## src/rtl/ntr_pkg.sv

```systemverilog
// Shared opcode, state and field definitions for the NTR command sequencer.
package ntr_pkg;

  localparam logic [7:0] OP_LED    = 8'hFF;
  localparam logic [7:0] OP_READ   = 8'hB7;
  localparam logic [7:0] OP_CHIPID = 8'h90;
  localparam logic [7:0] OP_DUMMY  = 8'h9F;

  // Field positions inside the 64-bit command word
  localparam int OPCODE_LSB = 0;
  localparam int OPCODE_W   = 8;
  localparam int ADDR_LSB   = 16;
  localparam int ADDR_W     = 32;
  localparam int LED_BIT    = 56;

  localparam logic [3:0] ERR_MAX = 4'hF;

  typedef enum logic [2:0] {
    ST_IDLE   = 3'd0,
    ST_DECODE = 3'd1,
    ST_LED    = 3'd2,
    ST_RESP   = 3'd3,
    ST_ERR    = 3'd4
  } state_e;

  function automatic logic is_resp_op(input logic [7:0] op);
    return (op == OP_READ) || (op == OP_CHIPID);
  endfunction

endpackage

```

## src/rtl/ntr_cmd_ctrl_if.sv

```systemverilog
// Command capture and response handshake bundle between the NTR side and the sequencer.
interface ntr_cmd_ctrl_if;
  import ntr_pkg::*;

  logic [63:0]       cmd_in;
  logic              cmd_ready;
  logic              resp_ack;
  logic              resp_valid;
  logic [7:0]        resp_opcode;
  logic [ADDR_W-1:0] resp_addr;

  // master: receiver and response engine side; slave: the sequencer
  modport master (
    output cmd_in, cmd_ready, resp_ack,
    input  resp_valid, resp_opcode, resp_addr
  );

  modport slave (
    input  cmd_in, cmd_ready, resp_ack,
    output resp_valid, resp_opcode, resp_addr
  );

endinterface

```

## src/rtl/ntr_cmd_fifo.sv

```systemverilog
// Circular command queue; head word is visible on pop_data whenever not empty.
module ntr_cmd_fifo #(
  parameter int DEPTH = 4,
  parameter int PTR_W = 2,
  parameter int WIDTH = 64
) (
  input  logic             clk,
  input  logic             rst,
  input  logic             push,
  input  logic [WIDTH-1:0] push_data,
  input  logic             pop,
  output logic [WIDTH-1:0] pop_data,
  output logic             full,
  output logic             empty,
  output logic [PTR_W:0]   level
);

  logic [WIDTH-1:0] mem [DEPTH];
  logic [PTR_W-1:0] wr_ptr_reg;
  logic [PTR_W-1:0] rd_ptr_reg;
  logic [PTR_W:0]   level_reg;
  logic             do_push;
  logic             do_pop;

  assign full     = (level_reg == (PTR_W+1)'(DEPTH));
  assign empty    = (level_reg == '0);
  assign level    = level_reg;
  assign pop_data = mem[rd_ptr_reg];

  // A full queue still accepts a push when the head leaves in the same cycle
  assign do_pop  = pop && !empty;
  assign do_push = push && (!full || do_pop);

  always_ff @(posedge clk) begin
    if (do_push) begin
      mem[wr_ptr_reg] <= push_data;
    end
  end

  always_ff @(posedge clk or posedge rst) begin
    if (rst) begin
      wr_ptr_reg <= '0;
      rd_ptr_reg <= '0;
      level_reg  <= '0;
    end else begin
      if (do_push) begin
        wr_ptr_reg <= wr_ptr_reg + PTR_W'(1);
      end
      if (do_pop) begin
        rd_ptr_reg <= rd_ptr_reg + PTR_W'(1);
      end
      case ({do_push, do_pop})
        2'b10:   level_reg <= level_reg + (PTR_W+1)'(1);
        2'b01:   level_reg <= level_reg - (PTR_W+1)'(1);
        default: level_reg <= level_reg;
      endcase
    end
  end

endmodule

```

## src/rtl/ntr_cmd_ctrl.sv

```systemverilog
// NTR command sequencer: synchronises the receiver strobe, queues commands and
// dispatches them to the LED register, the response engine or the error counter.
module ntr_cmd_ctrl
  import ntr_pkg::*;
#(
  parameter int DEPTH       = 4,
  parameter int PTR_W       = 2,
  parameter int SYNC_STAGES = 2
) (
  input  logic               clk,
  input  logic               rst,
  ntr_cmd_ctrl_if.slave      bus,
  output logic               led,
  output logic [PTR_W:0]     q_level,
  output logic               overflow,
  output logic [3:0]         err_count
);

  logic [SYNC_STAGES-1:0] sync_reg;
  logic                   edge_reg;
  logic                   push;

  logic [63:0]            fifo_head;
  logic                   fifo_full;
  logic                   fifo_empty;
  logic                   fifo_pop;

  state_e                 state_reg;
  logic [63:0]            cmd_reg;
  logic [7:0]             cur_op;
  logic                   led_reg;
  logic                   overflow_reg;
  logic [3:0]             err_count_reg;
  logic                   resp_valid_reg;
  logic [7:0]             resp_opcode_reg;
  logic [ADDR_W-1:0]      resp_addr_reg;
  logic                   unused_cmd_bits;

  // cmd_ready is asynchronous to clk; only the last stage feeds logic
  always_ff @(posedge clk or posedge rst) begin
    if (rst) begin
      sync_reg[0] <= 1'b0;
    end else begin
      sync_reg[0] <= bus.cmd_ready;
    end
  end

  generate
    for (genvar gi = 1; gi < SYNC_STAGES; gi++) begin : g_sync
      always_ff @(posedge clk or posedge rst) begin
        if (rst) begin
          sync_reg[gi] <= 1'b0;
        end else begin
          sync_reg[gi] <= sync_reg[gi-1];
        end
      end
    end
  endgenerate

  always_ff @(posedge clk or posedge rst) begin
    if (rst) begin
      edge_reg <= 1'b0;
    end else begin
      edge_reg <= sync_reg[SYNC_STAGES-1];
    end
  end

  assign push     = sync_reg[SYNC_STAGES-1] && !edge_reg;
  assign fifo_pop = (state_reg == ST_IDLE) && !fifo_empty;

  ntr_cmd_fifo #(
    .DEPTH (DEPTH),
    .PTR_W (PTR_W),
    .WIDTH (64)
  ) u_fifo (
    .clk       (clk),
    .rst       (rst),
    .push      (push),
    .push_data (bus.cmd_in),
    .pop       (fifo_pop),
    .pop_data  (fifo_head),
    .full      (fifo_full),
    .empty     (fifo_empty),
    .level     (q_level)
  );

  always_ff @(posedge clk or posedge rst) begin
    if (rst) begin
      overflow_reg <= 1'b0;
    end else if (push && fifo_full && !fifo_pop) begin
      overflow_reg <= 1'b1;
    end
  end

  assign cur_op = cmd_reg[OPCODE_LSB +: OPCODE_W];

  always_ff @(posedge clk or posedge rst) begin
    if (rst) begin
      state_reg       <= ST_IDLE;
      cmd_reg         <= '0;
      led_reg         <= 1'b0;
      err_count_reg   <= '0;
      resp_valid_reg  <= 1'b0;
      resp_opcode_reg <= '0;
      resp_addr_reg   <= '0;
    end else begin
      case (state_reg)
        ST_IDLE: begin
          if (!fifo_empty) begin
            cmd_reg   <= fifo_head;
            state_reg <= ST_DECODE;
          end
        end
        ST_DECODE: begin
          if (cur_op == OP_LED) begin
            state_reg <= ST_LED;
          end else if (is_resp_op(cur_op)) begin
            resp_valid_reg  <= 1'b1;
            resp_opcode_reg <= cur_op;
            resp_addr_reg   <= cmd_reg[ADDR_LSB +: ADDR_W];
            state_reg       <= ST_RESP;
          end else if (cur_op == OP_DUMMY) begin
            state_reg <= ST_IDLE;
          end else begin
            state_reg <= ST_ERR;
          end
        end
        ST_LED: begin
          led_reg   <= cmd_reg[LED_BIT];
          state_reg <= ST_IDLE;
        end
        ST_RESP: begin
          if (bus.resp_ack) begin
            resp_valid_reg <= 1'b0;
            state_reg      <= ST_IDLE;
          end
        end
        ST_ERR: begin
          if (err_count_reg != ERR_MAX) begin
            err_count_reg <= err_count_reg + 4'd1;
          end
          state_reg <= ST_IDLE;
        end
        default: state_reg <= ST_IDLE;
      endcase
    end
  end

  // Bytes of the command word that no opcode currently uses
  assign unused_cmd_bits = ^{cmd_reg[15:8], cmd_reg[55:48], cmd_reg[63:57]};

  assign led             = led_reg;
  assign overflow        = overflow_reg;
  assign err_count       = err_count_reg;
  assign bus.resp_valid  = resp_valid_reg;
  assign bus.resp_opcode = resp_opcode_reg;
  assign bus.resp_addr   = resp_addr_reg;

endmodule
```

## src/flat_wrapper.sv

```systemverilog
// flat-port wrapper written by rule: the top's interface ports become plain ports
module ntr_cmd_ctrl_flat import ntr_pkg::*;
#(
  parameter int DEPTH       = 4,
  parameter int PTR_W       = 2,
  parameter int SYNC_STAGES = 2
)
  (clk, rst, led, q_level, overflow, err_count, bus_cmd_in, bus_cmd_ready, bus_resp_ack, bus_resp_valid, bus_resp_opcode, bus_resp_addr);
  ntr_cmd_ctrl_if bus_i ();
  input  logic clk;
  input  logic rst;
  output logic led;
  output logic [PTR_W:0] q_level;
  output logic overflow;
  output logic [3:0] err_count;
  input wire logic [$bits(bus_i.cmd_in)-1:0] bus_cmd_in;
  input wire logic [$bits(bus_i.cmd_ready)-1:0] bus_cmd_ready;
  input wire logic [$bits(bus_i.resp_ack)-1:0] bus_resp_ack;
  output wire logic [$bits(bus_i.resp_valid)-1:0] bus_resp_valid;
  output wire logic [$bits(bus_i.resp_opcode)-1:0] bus_resp_opcode;
  output wire logic [$bits(bus_i.resp_addr)-1:0] bus_resp_addr;
  assign bus_i.cmd_in = bus_cmd_in;
  assign bus_i.cmd_ready = bus_cmd_ready;
  assign bus_i.resp_ack = bus_resp_ack;
  assign bus_resp_valid = bus_i.resp_valid;
  assign bus_resp_opcode = bus_i.resp_opcode;
  assign bus_resp_addr = bus_i.resp_addr;
  ntr_cmd_ctrl #(.DEPTH(DEPTH), .PTR_W(PTR_W), .SYNC_STAGES(SYNC_STAGES)) u_core (.clk(clk), .rst(rst), .bus(bus_i), .led(led), .q_level(q_level), .overflow(overflow), .err_count(err_count));
endmodule
```

## config.mk

```make
export PLATFORM = sky130hd
export DESIGN_NAME = ntr_cmd_ctrl_flat
export DESIGN_NICKNAME = d
export VERILOG_FILES = /design/src/rtl/ntr_pkg.sv /design/src/rtl/ntr_cmd_ctrl_if.sv /design/src/rtl/ntr_cmd_fifo.sv /design/src/rtl/ntr_cmd_ctrl.sv /design/src/flat_wrapper.sv
export SDC_FILE = /design/constraint.sdc
export NUM_CORES = 1
export LEC_CHECK = 0
export CORE_AREA = 2 2 139 141
export CTS_CLUSTER_DIAMETER = 200
export CTS_CLUSTER_SIZE = 28
export DETAILED_ROUTE_END_ITERATION = 10
export DIE_AREA = 0 0 141 143
export PLACE_DENSITY = 0.89
export SLEW_MARGIN = 20
export SYNTH_ARGS = -nofsm -noshare
export SYNTH_HDL_FRONTEND = slang
export SYNTH_SLANG_ARGS = --single-unit
```

## constraint.sdc

```tcl
create_clock -name clk -period 4.5 [get_ports clk]
set_clock_uncertainty 0.1 [all_clocks]
set_input_delay 0.675 -clock clk [delete_from_list [all_inputs] [get_ports clk]]
set_output_delay 0.675 -clock clk [all_outputs]
set_load 0.005 [all_outputs]
```

==> results.md, run 1 <==
* Status: finished clean
* Cell taking the most area after synthesis: edfxtp_1
* Yosys reg bits at 265
* Pre-CTS setup slack at 1.494 ns
* Leakage at 4.218 nW
* DRT Wirelength at 17510 um
* Slew margin rel. at 42.20%
* Final setup fails at 0
* Vias in the first global route at 5093
* Hold crit path type: flop to flop
* Synthesis-to-finish area growth at 15.56%
* Max H-tree Level at 1
* Number of synthesized flops with an enable pin at 164
* Post-synthesis simple-gate area fraction at 2.565%
* Cells after Synth at 486
* GPL Wtd Cong at 0.7488
* Hold_sp: u_core.sync_reg[0]$_DFF_PP0_
* Compound-Gate Fraction of Synth Area at 1.083%
* Synth area leaders: edfxtp_1, dfrtp_1, mux4_2, mux2_2, mux2_4
* Post-synthesis average cell area at 20.68 um^2
* Worst-case reg-to-reg path depth at 7
* Die height at 143 um
* Power Total at 7.150 mW
* Power Density at 615.7 nW/um^2
* Post-synthesis xor/xnor area fraction at 0.8716%
* DP Area at 11210 um^2
* Slew @ Worst Pin at 0.8670 ns
* Postcts setup bufs at 0
* Count of final hold-check violations at 0
* Longest Clk Path Bufs at 3
* Final net count at 654
* Period utilization at 67.36%
* PostCTS Resize Cnt at 0
* # DRC at 0
* Synth top area share at 49.01%
* Number of max-cap violations at 0
* Worst VDD drop at 0.2760 mV
* CTS root buffer: clkbuf_16
* Die width at 141 um
* Post-Syn Area at 10050 um^2
* FF-to-FF End: u_core.u_fifo.level[1]$_DFFE_PP0P_
* Clk_lat worst skew at 0.48 ns
* Critical path capture point type: flop
* Initial antenna violation count at 0
* Crit path time final at 3.031 ns
* Syn Nets at 560
* Post-Synth Adder-Cell Area at 0.8218%
* Aggregate global-route resource usage at 17.93%
* RSZ-0062 raised after global routing: false
* Mux contribution to synthesized area at 19.16%
* Worst path required time at 4.76 ns
* Vias at 4624
* Dominant synthesized flop cell: edfxtp_1
* Max-slew violation count at 0
* Post-CTS Hold Buffers at 0
* Core Rows at 50
* Cell with the most instances after synthesis: edfxtp_1
* Clock transition at path regs at 0.11 ns
* Main combinational cell family by area after synthesis: multiplexers
* Design Area, Final at 11610 um^2
* Die area at 20160 um^2
* DRT Pass-1 Iters at 4
* Hold Crit Depth at 0
* Register area at 7457 um^2
* Flop2flop setup slack at 1.47 ns
* # fillers at 1242
* GRT Residual Overflow at 0
* Setup TNS Final at 0 ns
* Distinct cells, synth at 37
* Critical Path Source Type: flop
* Worst r2r src: u_core.state_reg[1]$_DFFE_PP0P_
* Worst Hold End: u_core.sync_reg[1]$_DFF_PP0_
* Detailed Place HPWL at 10500 um
* Max reg flops at 164
* Synth top cells by count: edfxtp_1, dfrtp_1, mux2_2, mux4_2, mux2_4
* Multi-input logic area at 2474 um^2
* Initial DRC count at 220
* Worst EP arrival at 3.29 ns
* Sequential area share after synthesis at 74.16%
* Worst-path fanout max at 16
* TritonCTS Sinks at 265
* Syn. warnings at 0
* Core area at 18580 um^2
* Initial core utilization at 54.08%
* Layout cell share with drive strength beyond 1 at 25.09%
* DRT antenna net count at 0
* Port-buffer cells at 94
* Fmax at 329.9 MHz
* First-pass GRT wire length at 27740 um
* Fraction of registers with async set/reset at 38.11%
* DR WL/cell at 21.32 um
* Largest net degree at the start of global routing at 78
* # IOs at 118
* Post-DR vias/cell at 5.632
* CTS tree: built
* Worst Path Class, Setup: flop to flop
* Setup ws final at 1.469 ns
* CTS Buf Count at 13
[per-layer routing]
layer	part of all wire (%)	GRT usage, %	routed length (um)
met1	42	23.41	7281
met4	2.2	5.211	388
met3	3.8	2.817	672
met5	0	0	0
met2	52	31.60	9164
[layout by cell type (no fill, tap or decap), types with 2 or more instances in the layout]
cell type / n
nor2_1: 5
or2_2: 2
edfxtp_1: 164
nand3_1: 4
mux2_2: 44
xor2_1: 3
nand4_1: 4
o31ai_1: 2
nand2_1: 10
nor3_1: 4
or3_1: 3
and2_4: 4
mux2_4: 30
dfrtp_1: 99
inv_1: 5
ha_1: 5
clkdlybuf4s50_1: 94
buf_4: 4
o21ai_0: 4
mux2_1: 5
mux4_2: 41
clkbuf_1: 7
clkbuf_16: 13
xnor2_1: 7
nand2b_1: 2
nor2b_1: 4
[metrics by stage]
stage	utilization, %	cells	hold WS [ns]
after floorplan	-	486	0.2312
after global placement	60.36	798	0.2441
after detailed placement	60.36	798	0.2363
after CTS	62.34	819	0.2703
after global routing	62.48	820	0.2852
final	62.50	821	0.2642
[area by class of cell]
cell class	count	share of cell area (%)
inverter	6	0.2370
antenna	1	0.02155
clock buffer	20	3.028
clock inverter	1	0.1401
tap	234	2.521
sequential	265	64.22
multi-input combinational	195	21.30
timing repair buffer	99	8.534
[worst max-delay path by stage]
stage,end,slack (ns),startpoint,cells past startpoint
2_1_floorplan,u_core.bus.resp_addr[0]$_DFFE_PP0P_,1.08,rst,1
3_3_place_gp,u_core.u_fifo.mem[2][30]$_DFFE_PP_,1.66,u_core.state_reg[1]$_DFFE_PP0P_,3
3_5_place_dp,u_core.u_fifo.mem[2][32]$_DFFE_PP_,1.49,u_core.state_reg[1]$_DFFE_PP0P_,3
4_1_cts,u_core.u_fifo.mem[2][40]$_DFFE_PP_,1.44,u_core.state_reg[1]$_DFFE_PP0P_,3
5_1_grt,u_core.u_fifo.level[1]$_DFFE_PP0P_,1.28,u_core.state_reg[1]$_DFFE_PP0P_,7
6_report,u_core.u_fifo.level[1]$_DFFE_PP0P_,1.47,u_core.state_reg[1]$_DFFE_PP0P_,7
[cell families (layout without fill, tap and decap cells)]
| kind of cell | Yosys count | count (layout) |
|---|---|---|
| AOI/OAI and AO/OA | 13 | 13 |
| xor gates and xnor gates | 10 | 10 |
| buffers and inverters | 26 | 126 |
| adders and majority gates | 6 | 6 |
| and+or+nand+nor | 46 | 46 |
| muxes | 120 | 120 |
| DFF | 265 | 265 |
| other | 0 | 1 |
[critical path: stages, from the launching register on]
cell	delay, ns
dfrtp_1	0.50
nor3_1	0.67
and2_2	0.59
nand2_1	0.12
fa_1	0.54
inv_1	0.06
o21ai_0	0.22
o31ai_1	0.11
[report_power, final]
group / internal (mW) / switching, mW
sequential: 3.20 / 0.509
clock: 0.557 / 0.722
combinational: 1.39 / 0.774
total: 5.14 / 2.01
Power figures use the tool's default switching activity.
==> run 2: changes to the inputs <==
Settings changed: CORE_AREA 2 2 139 141 to 2 2 145 147, DIE_AREA 0 0 141 143 to 0 0 147 149, PLACE_DENSITY 0.89 to 0.87.
Clock period 4.5 ns to 2.5 ns, I/O delays scaled along.
==> results.md, run 2 (synthesis gave the netlist of run 1 again) <==
* CTS tree: built
* Crit path time final at 2.414 ns (-0.6171 ns)
* Flop2flop setup slack at 0.09 ns (-1.38 ns)
* Setup ws final at 0.08580 ns (-1.383 ns)
* Critical Path Source Type: flop
* CTS Buf Count at 13 (unchanged)
* Initial DRC count at 239 (+8.6%)
* Crit path max-delay family: simple AND/OR/NAND/NOR gates
* Synthesis-to-finish area growth at 19.11%
* Ant. Diodes at 0 (-1)
* Max reg flops at 164 (unchanged)
* DR WL/cell at 20.47 um (-4.0%)
* Layout cell share with drive strength beyond 1 at 28.31% (+3.2 points)
* Final setup fails at 0 (unchanged)
* RSZ-0062 raised after global routing: false
* Leakage at 4.375 nW (+3.7%)
* Detailed Place HPWL at 11420 um (+8.8%)
* Crit-path max cell delay at 0.55 ns (-0.12 ns)
* Power Density at 1091 nW/um^2 (+77%)
* Worst path required time at 2.77 ns (-1.99 ns)
* Core area at 20560 um^2 (+11%)
* DRT antenna net count at 0 (unchanged)
* Die height at 149 um (+4.2%)
* Number of max-cap violations at 0 (unchanged)
* GRT Residual Overflow at 0 (unchanged)
* Fmax at 414.2 MHz (+26%)
* Max-slew violation count at 0 (unchanged)
* Clk_lat worst skew at 0.48 ns (about the same)
* Pre-CTS setup slack at 0.04599 ns (-1.448 ns)
* Worst VDD drop at 0.6679 mV (+140%)
* DRT Wirelength at 18140 um (+3.6%)
* Most frequent cells in the layout: edfxtp_1, dfrtp_1, clkdlybuf4s50_1
* Initial antenna violation count at 0 (unchanged)
* Core Rows at 53 (+6.0%)
* Vias in the first global route at 5273 (+3.5%)
* Critical-path cell list: or4_4, a2111oi_4, nor3b_4, buf_4, clkbuf_16, mux2_4
* Max H-tree Level at 1 (unchanged)
* Port-buffer cells at 94 (unchanged)
* Worst Path Class, Setup: flop to flop
* Slew @ Worst Pin at 0.7058 ns (-0.1613 ns)
* Commonest non-fill, non-tap cell in the layout: edfxtp_1
* Status: finished clean
* Final net count at 679 (+3.8%)
* Worst-path fanout max at 12 (-4)
* # IOs at 118 (unchanged)
* Vias at 4753 (+2.8%)
* Count of final hold-check violations at 0 (unchanged)
* DRT Pass-1 Iters at 4 (unchanged)
* CP max stage cell: or4_4
* # DRC at 0 (unchanged)
* Clock transition at path regs at 0.11 ns (about the same)
* Largest net degree at the start of global routing at 46 (-41%)
* First-pass GRT wire length at 28350 um (+2.2%)
* Die area at 21900 um^2 (+8.6%)
* Initial core utilization at 48.88% (-5.2 points)
* Post-CTS Hold Buffers at 0 (unchanged)
* Critical path capture point type: flop
* Worst path bufs/invs at 2 (+1)
* Setup TNS Final at 0 ns (unchanged)
* Longest Clk Path Bufs at 3 (unchanged)
* Hold crit path type: input pin to flop
* Aggregate global-route resource usage at 16.72% (-1.2 points)
* Period utilization at 96.57% (+29 points)
* Worst EP arrival at 2.68 ns (-0.61 ns)
* GPL Wtd Cong at 0.8168 (+9.1%)
* Slew margin rel. at 52.85% (+11 points)
* TritonCTS Sinks at 265 (unchanged)
* Post-DR vias/cell at 5.365 (-4.8%)
* Die width at 147 um (+4.3%)
* CTS root buffer: clkbuf_16
==> run 2: changes by cell type in the layout (fill, tap and decap cells not counted), moves of 4 or more <==
cell    previous run  this run
and2_2             1         5
and2_4             4         0
buf_12             1         9
buf_4              4        19
==> run 2: report_power, final <==
group	leakage [nW]	internal (mW)	switching (mW)	total [mW]
sequential	2.76	5.76	0.603	6.36
clock	0.176	1.00	1.30	2.30
combinational	1.44	2.67	1.72	4.40
total	4.38	9.44	3.62	13.1
==> run 2: worst paths after layout <==
| path | end | cells after the start | start |
|---|---|---|---|
| min in group asynchronous | u_core.bus.resp_addr[16]$_DFFE_PP0P_ | 2 | rst |
| max reg2reg | u_core.bus.resp_addr[6]$_DFFE_PP0P_ | 6 | u_core.cmd_reg[0]$_DFFE_PP0N_ |
| min reg2reg | u_core.sync_reg[1]$_DFF_PP0_ | 0 | u_core.sync_reg[0]$_DFF_PP0_ |
| max | u_core.bus.resp_addr[6]$_DFFE_PP0P_ | 6 | u_core.cmd_reg[0]$_DFFE_PP0N_ |
| max in group asynchronous | u_core.bus.resp_addr[17]$_DFFE_PP0P_ | 3 | rst |
| min | u_core.sync_reg[0]$_DFF_PP0_ | 1 | bus_cmd_ready |
==> run 2: worst register-to-register path: cells and delay by family (launching register included) <==
family	cells	cell delay [ns]
compound gates	1	0.32
buf+inv	2	0.36
flops	1	0.39
mux	1	0.32
simple gates	2	0.82
==> run 2: cell type report <==
cell class / instances / area [um^2]
Timing Repair Buffer: 124 / 1300
Clock buffer: 20 / 351.6
Sequential cell: 265 / 7457
Fill cell: 1510 / 8588
Clock inverter: 1 / 16.27
Multi-Input combinational cell: 195 / 2474
Tap cell: 275 / 344.1
Inverter: 6 / 26.28
==> run 2: metrics by stage <==
step / power, mW / hold WS, ns / area, um^2 / utilization [%] / std cells
global placement: 10.66 / 0.2442 / 11550 / 56.18 / 861
global route: 13.76 / 0.2405 / 11970 / 58.22 / 886
floorplan: 9.076 / 0.2312 / 10060 / - / 486
detailed placement: 10.91 / 0.2456 / 11550 / 56.18 / 861
finish: 13.05 / 0.2424 / 11970 / 58.22 / 886
CTS: 13.20 / 0.2401 / 11920 / 57.97 / 882
==> run 2: repair_timing <==
item                       CTS  global route
setup buffers                0             3
setup endpoints to repair    0            32
resized for setup            0             1
==> run 2: per-layer routing <==
metal,track usage [%],up-vias,wire [um]
li1,-,2114,-
met1,22.01,2503,7775
met2,29.51,110,9265
met3,2.661,26,759
met4,4.231,0,335
met5,0,-,0
==> edit, RTL diff (config.mk and constraints of run 1) <==
Re-encode `state_e` (5 states) as one-hot, 5 bits wide.
--- a/src/rtl/ntr_pkg.sv
+++ b/src/rtl/ntr_pkg.sv
@@ -17,8 +17,8 @@
 
-  typedef enum logic [2:0] {
-    ST_IDLE   = 3'd0,
-    ST_DECODE = 3'd1,
-    ST_LED    = 3'd2,
-    ST_RESP   = 3'd3,
-    ST_ERR    = 3'd4
+  typedef enum logic [4:0] {
+    ST_IDLE   = 5'b00001,
+    ST_DECODE = 5'b00010,
+    ST_LED    = 5'b00100,
+    ST_RESP   = 5'b01000,
+    ST_ERR    = 5'b10000
   } state_e;
Function: no difference found for any inputs over 10 cycles, from zero or initial values and one cycle with rst high; not proved beyond that.
==> edit against run 1 <==
Sequential cell count increased by 2. Global-route usage increased by 0.082 points. Worst setup slack worse by 0.23 ns. Wire length up 0.72%. Critical path depth fell by 2. Non-clock buffer count is 2 higher. Synthesized area about the same. Design area is essentially flat. Power decreased by 8.0%.
==> edit: results <==
export IMPL_grt_util_met2=0.312
export IMPL_power_leakage_nw=4.22
export IMPL_timing_critical_path_from="u_core.state_reg[2]$_DFFE_PP0P_"
export IMPL_setup_worst_path_end="u_core.u_fifo.mem[3][32]$_DFFE_PP_"
export IMPL_detailed_place_area_um2=11200
export IMPL_layout_nonclk_buf_frac=0.0856
export IMPL_grt_pass1_vias=5204
export IMPL_post_place_ws_ns=1.30
export IMPL_buffers_excl_clock=101
export IMPL_crit_path_max_fanout=21
export IMPL_comb_multi_input_count=201
export IMPL_vias=4767
export IMPL_number_of_inserted_diodes=0
export IMPL_multi_input_comb_area_um2=2400
export IMPL_final_seq_area_um2=7510
export IMPL_post_synth_xor_area_fraction=0.00611
export IMPL_met3_length_um=852
export IMPL_total_clock_sinks=267
export IMPL_layout_cell_share_with_drive_strength_beyond_1=0.259
export IMPL_mapped_nets=568
export IMPL_synthAdderAreaFrac=0.00823
export IMPL_arrival_time_worst_endpoint_ns=3.31
export IMPL_drt_iter0_drc=413
export IMPL_final_net_count=665
export IMPL_synth_lib_cells_used_distinct=42
export IMPL_met3_usage=0.0268
export IMPL_critical_path_cell_with_the_highest_stage_delay="sky130_fd_sc_hd__and2_2"
export IMPL_critical_path_max_stage_delay_ns=0.69
export IMPL_run_status="complete, no violations"
export IMPL_place_gp_congestion=0.810
export IMPL_place_hpwl_mm=10.7
export IMPL_grtUsageMet1=0.244
export IMPL_grt_pass1_wl_mm=28.0
export IMPL_worst_ir_drop_vdd_mv=0.390
export IMPL_synthMuxAreaShare=0.183
export IMPL_grt_usage=0.180
export IMPL_route_layer_met1_wl_mm=7.61
==> edit: cell types whose count changed in the layout (fill, tap and decap cells not counted), moves of 4 or more <==
cell,run 1,this run
sky130_fd_sc_hd__and2_4,4,0
sky130_fd_sc_hd__mux2_2,44,79
sky130_fd_sc_hd__mux2_4,30,0
sky130_fd_sc_hd__nand2_1,10,6
sky130_fd_sc_hd__nor2_1,5,1
==> edit: kinds of logic after synthesis <==
family                     count (synthesis)
buffers and inverters                     26
and+or+nand+nor                           44
muxes                                    122
adders and majority gates                  6
xor gates and xnor gates                   7
AOI/OAI and AO/OA                         22
DFF                                      267
==> edit: metrics by stage <==
| step | power (W) | hold slack [ns] | util | instances |
|---|---|---|---|---|
| finish | 0.00658 | 0.278 | 0.625 | 832 |
| global route | 0.00691 | 0.293 | 0.625 | 832 |
| CTS | 0.00664 | 0.282 | 0.625 | 832 |
| detailed placement | 0.00535 | 0.246 | 0.604 | 810 |
| global placement | 0.00522 | 0.244 | 0.604 | 810 |
| floorplan | 0.00473 | 0.231 | - | 494 |
==> edit: worst register-to-register path, cell delays in order (launching register included) <==
cell                      delay (ns)
sky130_fd_sc_hd__dfrtp_1        0.43
sky130_fd_sc_hd__nor3_2         0.48
sky130_fd_sc_hd__nand2_1        0.23
sky130_fd_sc_hd__a31oi_1        0.54
sky130_fd_sc_hd__and2_2         0.69
sky130_fd_sc_hd__buf_4          0.43
==> edit: power by group <==
group | leakage (nW) | total (W) | internal [W] | switching, W
sequential | 2.80 | 0.00357 | 0.00311 | 0.000456
combinational | 1.24 | 0.00171 | 0.00106 | 0.000652
clock | 0.180 | 0.00130 | 0.000562 | 0.000733
total | 4.22 | 0.00658 | 0.00473 | 0.00184
